## config.mk

```make
export PLATFORM = sky130hd
export DESIGN_NAME = int_pow
export DESIGN_NICKNAME = d
export VERILOG_FILES = /design/src/rtl/int_pow_pkg.sv /design/src/rtl/int_pow_mul.sv /design/src/rtl/int_pow.sv
export SDC_FILE = /design/constraint.sdc
export NUM_CORES = 1
export LEC_CHECK = 0
export BUFFER_PORTS_ARGS = -buffer_cell sky130_fd_sc_hd__buf_2
export CAP_MARGIN = 25
export CORE_MARGIN = 2
export CORE_UTILIZATION = 55
export DETAILED_ROUTE_END_ITERATION = 7
export GPL_ROUTABILITY_DRIVEN = 1
export PLACE_DENSITY = 0.74
export SLEW_MARGIN = 20
export SYNTH_ARGS = -nofsm -noshare
export SYNTH_HDL_FRONTEND = slang
export SYNTH_SLANG_ARGS = --single-unit
```

## constraint.sdc

```tcl
create_clock -name clk -period 20.1 [get_ports clk]
set_input_delay 3.015 -clock clk [delete_from_list [all_inputs] [get_ports clk]]
set_output_delay 3.015 -clock clk [all_outputs]
set_load 0.005 [all_outputs]
```

## src/rtl/int_pow_pkg.sv

```systemverilog
// Shared definitions for the integer power unit: default sizes and FSM state encoding.
package int_pow_pkg;

  localparam int unsigned DefWidth    = 16;
  localparam int unsigned DefExpWidth = 5;

  typedef enum logic [1:0] {
    StIdle = 2'd0,
    StRun  = 2'd1,
    StDone = 2'd2
  } state_e;

endpackage

```

## src/rtl/int_pow_mul.sv

```systemverilog
// Unsigned WIDTH x WIDTH multiplier returning the low half and an upper-half-nonzero flag.
module int_pow_mul #(
  parameter int unsigned WIDTH = 16
) (
  input  logic [WIDTH-1:0] a,
  input  logic [WIDTH-1:0] b,
  output logic [WIDTH-1:0] lo,
  output logic             hi_nz
);

  logic [2*WIDTH-1:0] prod;

  // Full-width product, split into the kept low half and a truncation flag.
  always_comb begin
    prod  = {{WIDTH{1'b0}}, a} * {{WIDTH{1'b0}}, b};
    lo    = prod[WIDTH-1:0];
    hi_nz = |prod[2*WIDTH-1:WIDTH];
  end

endmodule

```

## src/rtl/int_pow.sv

```systemverilog
// Fixed-latency square-and-multiply power unit: result = base**exponent mod 2**WIDTH,
// with a flag reporting whether the true power reached 2**WIDTH.
module int_pow
  import int_pow_pkg::*;
#(
  parameter int unsigned WIDTH     = DefWidth,
  parameter int unsigned EXP_WIDTH = DefExpWidth
) (
  input  logic                 clk,
  input  logic                 rst,
  input  logic                 start,
  input  logic [WIDTH-1:0]     base,
  input  logic [EXP_WIDTH-1:0] exponent,
  output logic                 ready,
  output logic                 done,
  output logic [WIDTH-1:0]     result,
  output logic                 overflow
);

  localparam int unsigned         CntWidth = $clog2(EXP_WIDTH + 1);
  localparam logic [CntWidth-1:0] CntLoad  = CntWidth'(EXP_WIDTH);
  localparam logic [CntWidth-1:0] CntOne   = CntWidth'(1);

  state_e               state_q, state_d;
  logic [WIDTH-1:0]     acc_q, acc_d;
  logic [WIDTH-1:0]     b_q, b_d;
  logic [EXP_WIDTH-1:0] e_q, e_d;
  logic                 b_ovf_q, b_ovf_d;
  logic                 ovf_q, ovf_d;
  logic [CntWidth-1:0]  cnt_q, cnt_d;
  logic [WIDTH-1:0]     result_q, result_d;
  logic                 overflow_q, overflow_d;

  logic [WIDTH-1:0]     acc_prod;
  logic                 acc_hi_nz;
  logic [WIDTH-1:0]     sq_prod;
  logic                 sq_hi_nz;

  int_pow_mul #(
    .WIDTH(WIDTH)
  ) u_mul_acc (
    .a    (acc_q),
    .b    (b_q),
    .lo   (acc_prod),
    .hi_nz(acc_hi_nz)
  );

  int_pow_mul #(
    .WIDTH(WIDTH)
  ) u_mul_sq (
    .a    (b_q),
    .b    (b_q),
    .lo   (sq_prod),
    .hi_nz(sq_hi_nz)
  );

  // Next-state logic: capture on start, one exponent bit per RUN cycle, publish on exit.
  always_comb begin
    state_d    = state_q;
    acc_d      = acc_q;
    b_d        = b_q;
    e_d        = e_q;
    b_ovf_d    = b_ovf_q;
    ovf_d      = ovf_q;
    cnt_d      = cnt_q;
    result_d   = result_q;
    overflow_d = overflow_q;
    ready      = 1'b0;
    done       = 1'b0;

    unique case (state_q)
      StIdle: begin
        ready = 1'b1;
        if (start) begin
          acc_d   = WIDTH'(1);
          b_d     = base;
          e_d     = exponent;
          b_ovf_d = 1'b0;
          ovf_d   = 1'b0;
          cnt_d   = CntLoad;
          state_d = StRun;
        end
      end
      StRun: begin
        if (e_q[0]) begin
          acc_d = acc_prod;
          // A wrapped b only matters once an exponent bit actually consumes it.
          ovf_d = ovf_q | acc_hi_nz | b_ovf_q;
        end
        b_d     = sq_prod;
        b_ovf_d = b_ovf_q | sq_hi_nz;
        e_d     = e_q >> 1;
        cnt_d   = cnt_q - CntOne;
        if (cnt_q == CntOne) begin
          state_d = StDone;
          // Publish on the DONE-entry edge so result is valid while done is high.
          result_d   = acc_d;
          overflow_d = ovf_d;
        end
      end
      StDone: begin
        done    = 1'b1;
        state_d = StIdle;
      end
      default: begin
        state_d = StIdle;
      end
    endcase
  end

  // State registers with synchronous reset.
  always_ff @(posedge clk) begin
    if (rst) begin
      state_q    <= StIdle;
      acc_q      <= '0;
      b_q        <= '0;
      e_q        <= '0;
      b_ovf_q    <= 1'b0;
      ovf_q      <= 1'b0;
      cnt_q      <= '0;
      result_q   <= '0;
      overflow_q <= 1'b0;
    end else begin
      state_q    <= state_d;
      acc_q      <= acc_d;
      b_q        <= b_d;
      e_q        <= e_d;
      b_ovf_q    <= b_ovf_d;
      ovf_q      <= ovf_d;
      cnt_q      <= cnt_d;
      result_q   <= result_d;
      overflow_q <= overflow_d;
    end
  end

  assign result   = result_q;
  assign overflow = overflow_q;

endmodule

```

* Word level (Yosys, flattened, before mapping) *
Cells that the tools add are included.
W data, S select, Z words.

word-level totals
  bits in registers = 61
  output and inout bits = 19
  word-level logic and storage cells = 45

cells by class
  add/subtract/negate cells = 1
  multipliers = 2
  eq/ne operators = 5
  muxes and demuxes = 18
  bitwise logic cells = 3
  reduce and logical (&&, ||, !) cells = 7

operator list
  cell                   count
  $mul A16 B16 Y32       2
  $pmux W16 S2           2
  $mux W16               3
  $reduce_or A16 Y1      2
  $pmux W5 S2            1
  $pmux W3 S2            1
  $reduce_and A2 Y1      3
  $mux W5                1
  $mux W1                4
  $mux W2                2
  $ne A2 B2 Y1 const B   2
  $pmux W1 S2            2
  $pmux W2 S2            1
  $eq A3 B1 Y1 const B   1
  $mux W3                1
  $or A1 B1 Y1           3
  $sub A3 B1 Y3 const B  1
  $eq A2 B1 Y1 const B   1
  $eq A2 B2 Y1 const B   1
  $logic_not A2 Y1       1
  $reduce_bool A2 Y1     1

* Logic depth before layout (Yosys ltp) *
  depth after elaboration = 6
  mapped depth = 27
  mapped depth without buffers = 25

* Modules after synthesis *
From an unflattened synthesis, not the netlist that was laid out.

unflattened totals
  cell total of the unflattened synthesis = 2183
  area total of the unflattened synthesis = 19506.2 sq um

modules (own cells, without submodules)
  module                    times used  cells an instance  area each (sq um)  seq. area each (sq um)
  int_pow_mul at u_mul_acc  1           968                8505.7             0.0
  int_pow_mul at u_mul_sq   1           964                8454.4             0.0
  int_pow                   1           251                2546.2             1221.2

* Worst setup path after synthesis *
OpenSTA, ideal clock, no wires.

  kind = flip-flop to flip-flop
  from = reg b_q[1]
  to = reg overflow_q (netlist: overflow)
  library setup time = 0.134 ns
  data arrival time = 6.306 ns
  slack = 13.660 ns
  cell stages (with the launch flop) = 25
  clock period less this slack = 6.440 ns
  cell sequence = dfxtp_1 clkbuf_1 clkbuf_1 nand2_1 fa_1 fa_1 inv_1 fa_1 inv_1 fa_1 fa_1 fa_1 inv_1 ha_1 buf_2 nand2_1 nor4_1 o311ai_2 a21oi_1 mux2_1 a211o_1 nor4_2 nand4_1 o31ai_1 a211oi_1

between the ends
  word-level cells in the longest chain between the ends = 5

RTL lines
  item                       RTL line           source
  start, declared            int_pow.sv:26      logic [WIDTH-1:0] b_q, b_d;
  start signal, assigned     int_pow.sv:116     b_q <= '0;
  start signal, assigned     int_pow.sv:126     b_q <= b_d;
  $mul A16 B16 Y32           int_pow_mul.sv:15  prod = {{WIDTH{1'b0}}, a} * {{WIDTH{1'b0}}, b};
  $reduce_or A16 Y1          int_pow_mul.sv:17  hi_nz = |prod[2*WIDTH-1:WIDTH];
  $or A1 B1 Y1 (2 in a row)  int_pow.sv:88      ovf_d = ovf_q | acc_hi_nz | b_ovf_q;
  $mux W1                    int_pow.sv:85      if (e_q[0]) begin
  end signal, assigned       int_pow.sv:132     overflow_q <= overflow_d;
  end, declared              int_pow.sv:32      logic overflow_q, overflow_d;

No other way between the ends.
A chain may end at the register's enable or synchronous reset.

* Worst setup path in the final report *
  from = reg b_q[2]
  to = reg b_ovf_q

between the ends
  word-level cells in the longest chain between the ends = 4

RTL lines
  item                  RTL line           source
  $mul A16 B16 Y32      int_pow_mul.sv:15
  $reduce_or A16 Y1     int_pow_mul.sv:17
  $or A1 B1 Y1          int_pow.sv:91      b_ovf_d = b_ovf_q | sq_hi_nz;
  $pmux W1 S2           int_pow.sv:71      unique case (state_q)
  end signal, assigned  int_pow.sv:128     b_ovf_q <= b_ovf_d;
  end, declared         int_pow.sv:28      logic b_ovf_q, b_ovf_d;

No other way between the ends.

==> results.ini <==
[global_route]
grt.total_usage_pct = 27.8
overflow = 0
grt_antenna_before_repair = 2
grt_pass1_vias = 15300
grt_pass1_wl_um = 77600
grt_max_degree = 36

[sta]
worst_pin_slew_ps = 982
setup_viol_count_final = 0
slew_headroom_pct = 34.4
finalCritPeriodShare_pct = 35.7
timing.fmax_ghz = 0.139
fin_tns_setup_ps = 0
holdWs_ps = 449
rsz0062_at_grt = false
layout_setup_ws_ps = 12920
fin_crit_ps = 7180
hold_violations = 0
finClkSkew_ps = 7.84
drv_slew = 0

[cts]
clock_latency_ps = 350
cts_max_level = 3
cts_tree = yes
post_cts_buffers = 0
cts_buffers = 9
clock-root-buffer = clkbuf_16
cts_hold_buf = 0
clkTransAtPathRegs_ps = 60
cts_resized = 0
cts_buffer_depth = 2
clock-sinks = 61

[floorplanning]
die_w_um = 187
pin_count = 43
dieArea_um2 = 35000
coreArea_um2 = 33300
num_rows = 67
dieHeight_um = 187
start_util_pct = 55.3

[pwr]
p_total_w = 0.000721
power.internal_w = 0.000390
combPwrFrac_pct = 54.7
p_switching_w = 0.000331
switching_share_pct = 46.0
clkPwrFrac_pct = 25.0
p_per_area_nw_per_um2 = 37.4
ir_drop_v = 0.0000363
power_frac_seq_pct = 20.3
power.leakage_nw = 9.29

[synth]
synth_flop_cell = dfxtp_1
synth-edff-count = 0
synth_area_um2 = 18400
yosysWarnings = 0
seq_area_frac_synth_pct = 6.63
syn_avg_cell_area_um2 = 8.62
synth_seq_cells = 61
synthCells = 2137
syn_nets = 2722
async_reset_ff_share_pct = 0
synth.distinct_cells = 67

[place]
routabilityCongestion = 0.954
portBuffers = 42
hpwl_um = 35700
dp_slack_ps = 13020
dpl.cell_count = 2542

[layout]
layoutNonFillerInstCount = 2561
fin_nets = 2691
drive_above_1_share_pct = 4.59
filler_cell_count = 2977
area_growth_pct = 4.76

[routing]
dr.first_iter.drc_count = 1027
drtAntennaViolNets = 0
drcViolationCount = 0
dr.pass1.iters = 5
wl_um = 46100
drt-vias-per-instance = 5.58
wl_per_cell_um = 18.0
num_vias = 14300

[setup_path]
startpoint_type = flip-flop
worst-setup-path-type = flip-flop to flip-flop
reg2reg_slack_ps = 12920
worstPathArrival_ps = 7370
crit_path_end_kind = flip-flop
worstPathRequired_ps = 20290
crit_path_max_fanout = 17

[outcome]
outcome = finished, final reports clean

[run]
maxCapViolations = 0

[min_path]
hp-class = flip-flop to flip-flop

[sequential cells by signal (all words and copies together), names as in the netlist]
signal,flops
b_ovf_q,1
state_q,2
e_q,5
ovf_q,1
result,16
cnt_q,3
acc_q,16
overflow,1
b_q,16
[routing by layer]
| metal | global-route usage [%] | share of wire, % | wire length [um] |
|---|---|---|---|
| met2 | 46.7 | 48 | 22200 |
| met3 | 2.51 | 4.9 | 2260 |
| met5 | 0 | 0.015 | 7 |
| met4 | 10.3 | 3.7 | 1730 |
| met1 | 37.8 | 43 | 19900 |
[layout by cell type, fill, tap and decap left out, types with 14 or more instances in the layout]
cell,count
inv_1,464
fa_1,360
nand2_1,268
ha_1,201
and2_1,181
nor2_1,74
a21oi_1,71
dfxtp_1,61
o21ai_0,51
buf_2,42
xnor2_1,37
a21o_1,21
a211oi_1,21
buf_4,19
xor2_1,17
a31oi_1,14
[cells by family (layout without fill, tap and decap cells)]
logic type	after synthesis	in the layout	synth area share [%]
adders and majority gates	561	561	52.8
and+or+nand+nor	602	602	15.7
AOI/OAI and AO/OA	277	277	9.87
buffers and inverters	568	542	11.6
DFF	61	61	6.63
muxes	14	14	0.775
xor gates and xnor gates	54	54	2.57
other	0	2	0
[power groups by stage]
stage	clock network, W	registers [W]	logic, W
5_1_grt	0.000184	0.000148	0.000443
3_3_place_gp	0	0.000148	0.000378
2_1_floorplan	0	0.000141	0.000282
3_5_place_dp	0	0.000149	0.000386
4_1_cts	0.000180	0.000146	0.000391
6_report	0.000180	0.000147	0.000394
[layout make-up]
type                            instances  area [um^2]  share of cell area [%]
Antenna cell                            2         5.00                  0.0259
Clock buffer                           11          253                    1.31
Sequential cell                        61         1220                    6.33
Tap cell                              448          561                    2.91
Timing Repair Buffer                   62          364                    1.89
Inverter                              464         1740                    9.03
Multi-Input combinational cell       1508        15100                    78.1
Clock inverter                          5         82.6                   0.428
[worst paths after layout]
check / startpoint / end / cells after the start
worst max-delay path: b_q[2] / b_ovf_q / 24
worst min-delay path: ovf_q / ovf_q / 2
worst max register to register: b_q[2] / b_ovf_q / 24
worst min register to register: ovf_q / ovf_q / 2
[critical path, stage by stage, from the launching register on]
cell and delay, ps:
dfxtp_1 890, buf_4 400, nand2_1 140, inv_1 100, fa_1 420, inv_1 90, fa_1 410, fa_1 520
fa_1 550, inv_1 50, fa_1 480, inv_1 50, fa_1 480, inv_1 50, ha_1 400, a21oi_1 150
o21ai_0 200, a21oi_1 120, and2_1 240, o41ai_1 480, nand2b_1 120, a311oi_1 280, nand4_1 140, nor3_1 140
a311oi_1 110
[cells in the mapped netlist, types with 2 or more instances]
master	count	area share, %
inv_1	464	9.5
fa_1	360	39
nand2_1	268	5.5
ha_1	201	14
and2_1	181	6.1
clkbuf_1	100	2.0
nor2_1	76	1.5
a21oi_1	71	1.9
dfxtp_1	61	6.6
o21ai_0	51	1.4
xnor2_1	37	1.8
a211oi_1	21	0.86
a21o_1	21	0.86
xor2_1	17	0.81
a31oi_1	14	0.48
nor2b_1	13	0.44
mux2i_1	12	0.65
nand4_1	12	0.41
a22oi_1	11	0.45
nand3_1	11	0.30
o211ai_1	11	0.45
a311oi_1	10	0.48
nand2b_1	10	0.34
o21ai_1	10	0.27
nor3_1	9	0.24
and3_1	7	0.24
o21bai_1	7	0.29
o31ai_1	7	0.29
or2_2	5	0.17
a32o_1	4	0.22
a211o_1	3	0.14
a22o_1	3	0.14
o21a_1	3	0.12
o22ai_1	3	0.10
o31a_1	3	0.14
a2111oi_0	2	0.095
a211oi_2	2	0.14
a21boi_0	2	0.082
a32oi_1	2	0.095
a41oi_1	2	0.095
buf_2	2	0.054
nor4_1	2	0.068
o2111ai_1	2	0.095
[per-stage QoR]
step / instance area [um^2] / util (%)
floorplan: 18400 / -
global placement: 18900 / 56.9
detailed placement: 18900 / 56.9
CTS: 19300 / 57.9
global route: 19300 / 58.0
finish: 19300 / 58.0
No activity file was read; power rests on OpenSTA's default activity.
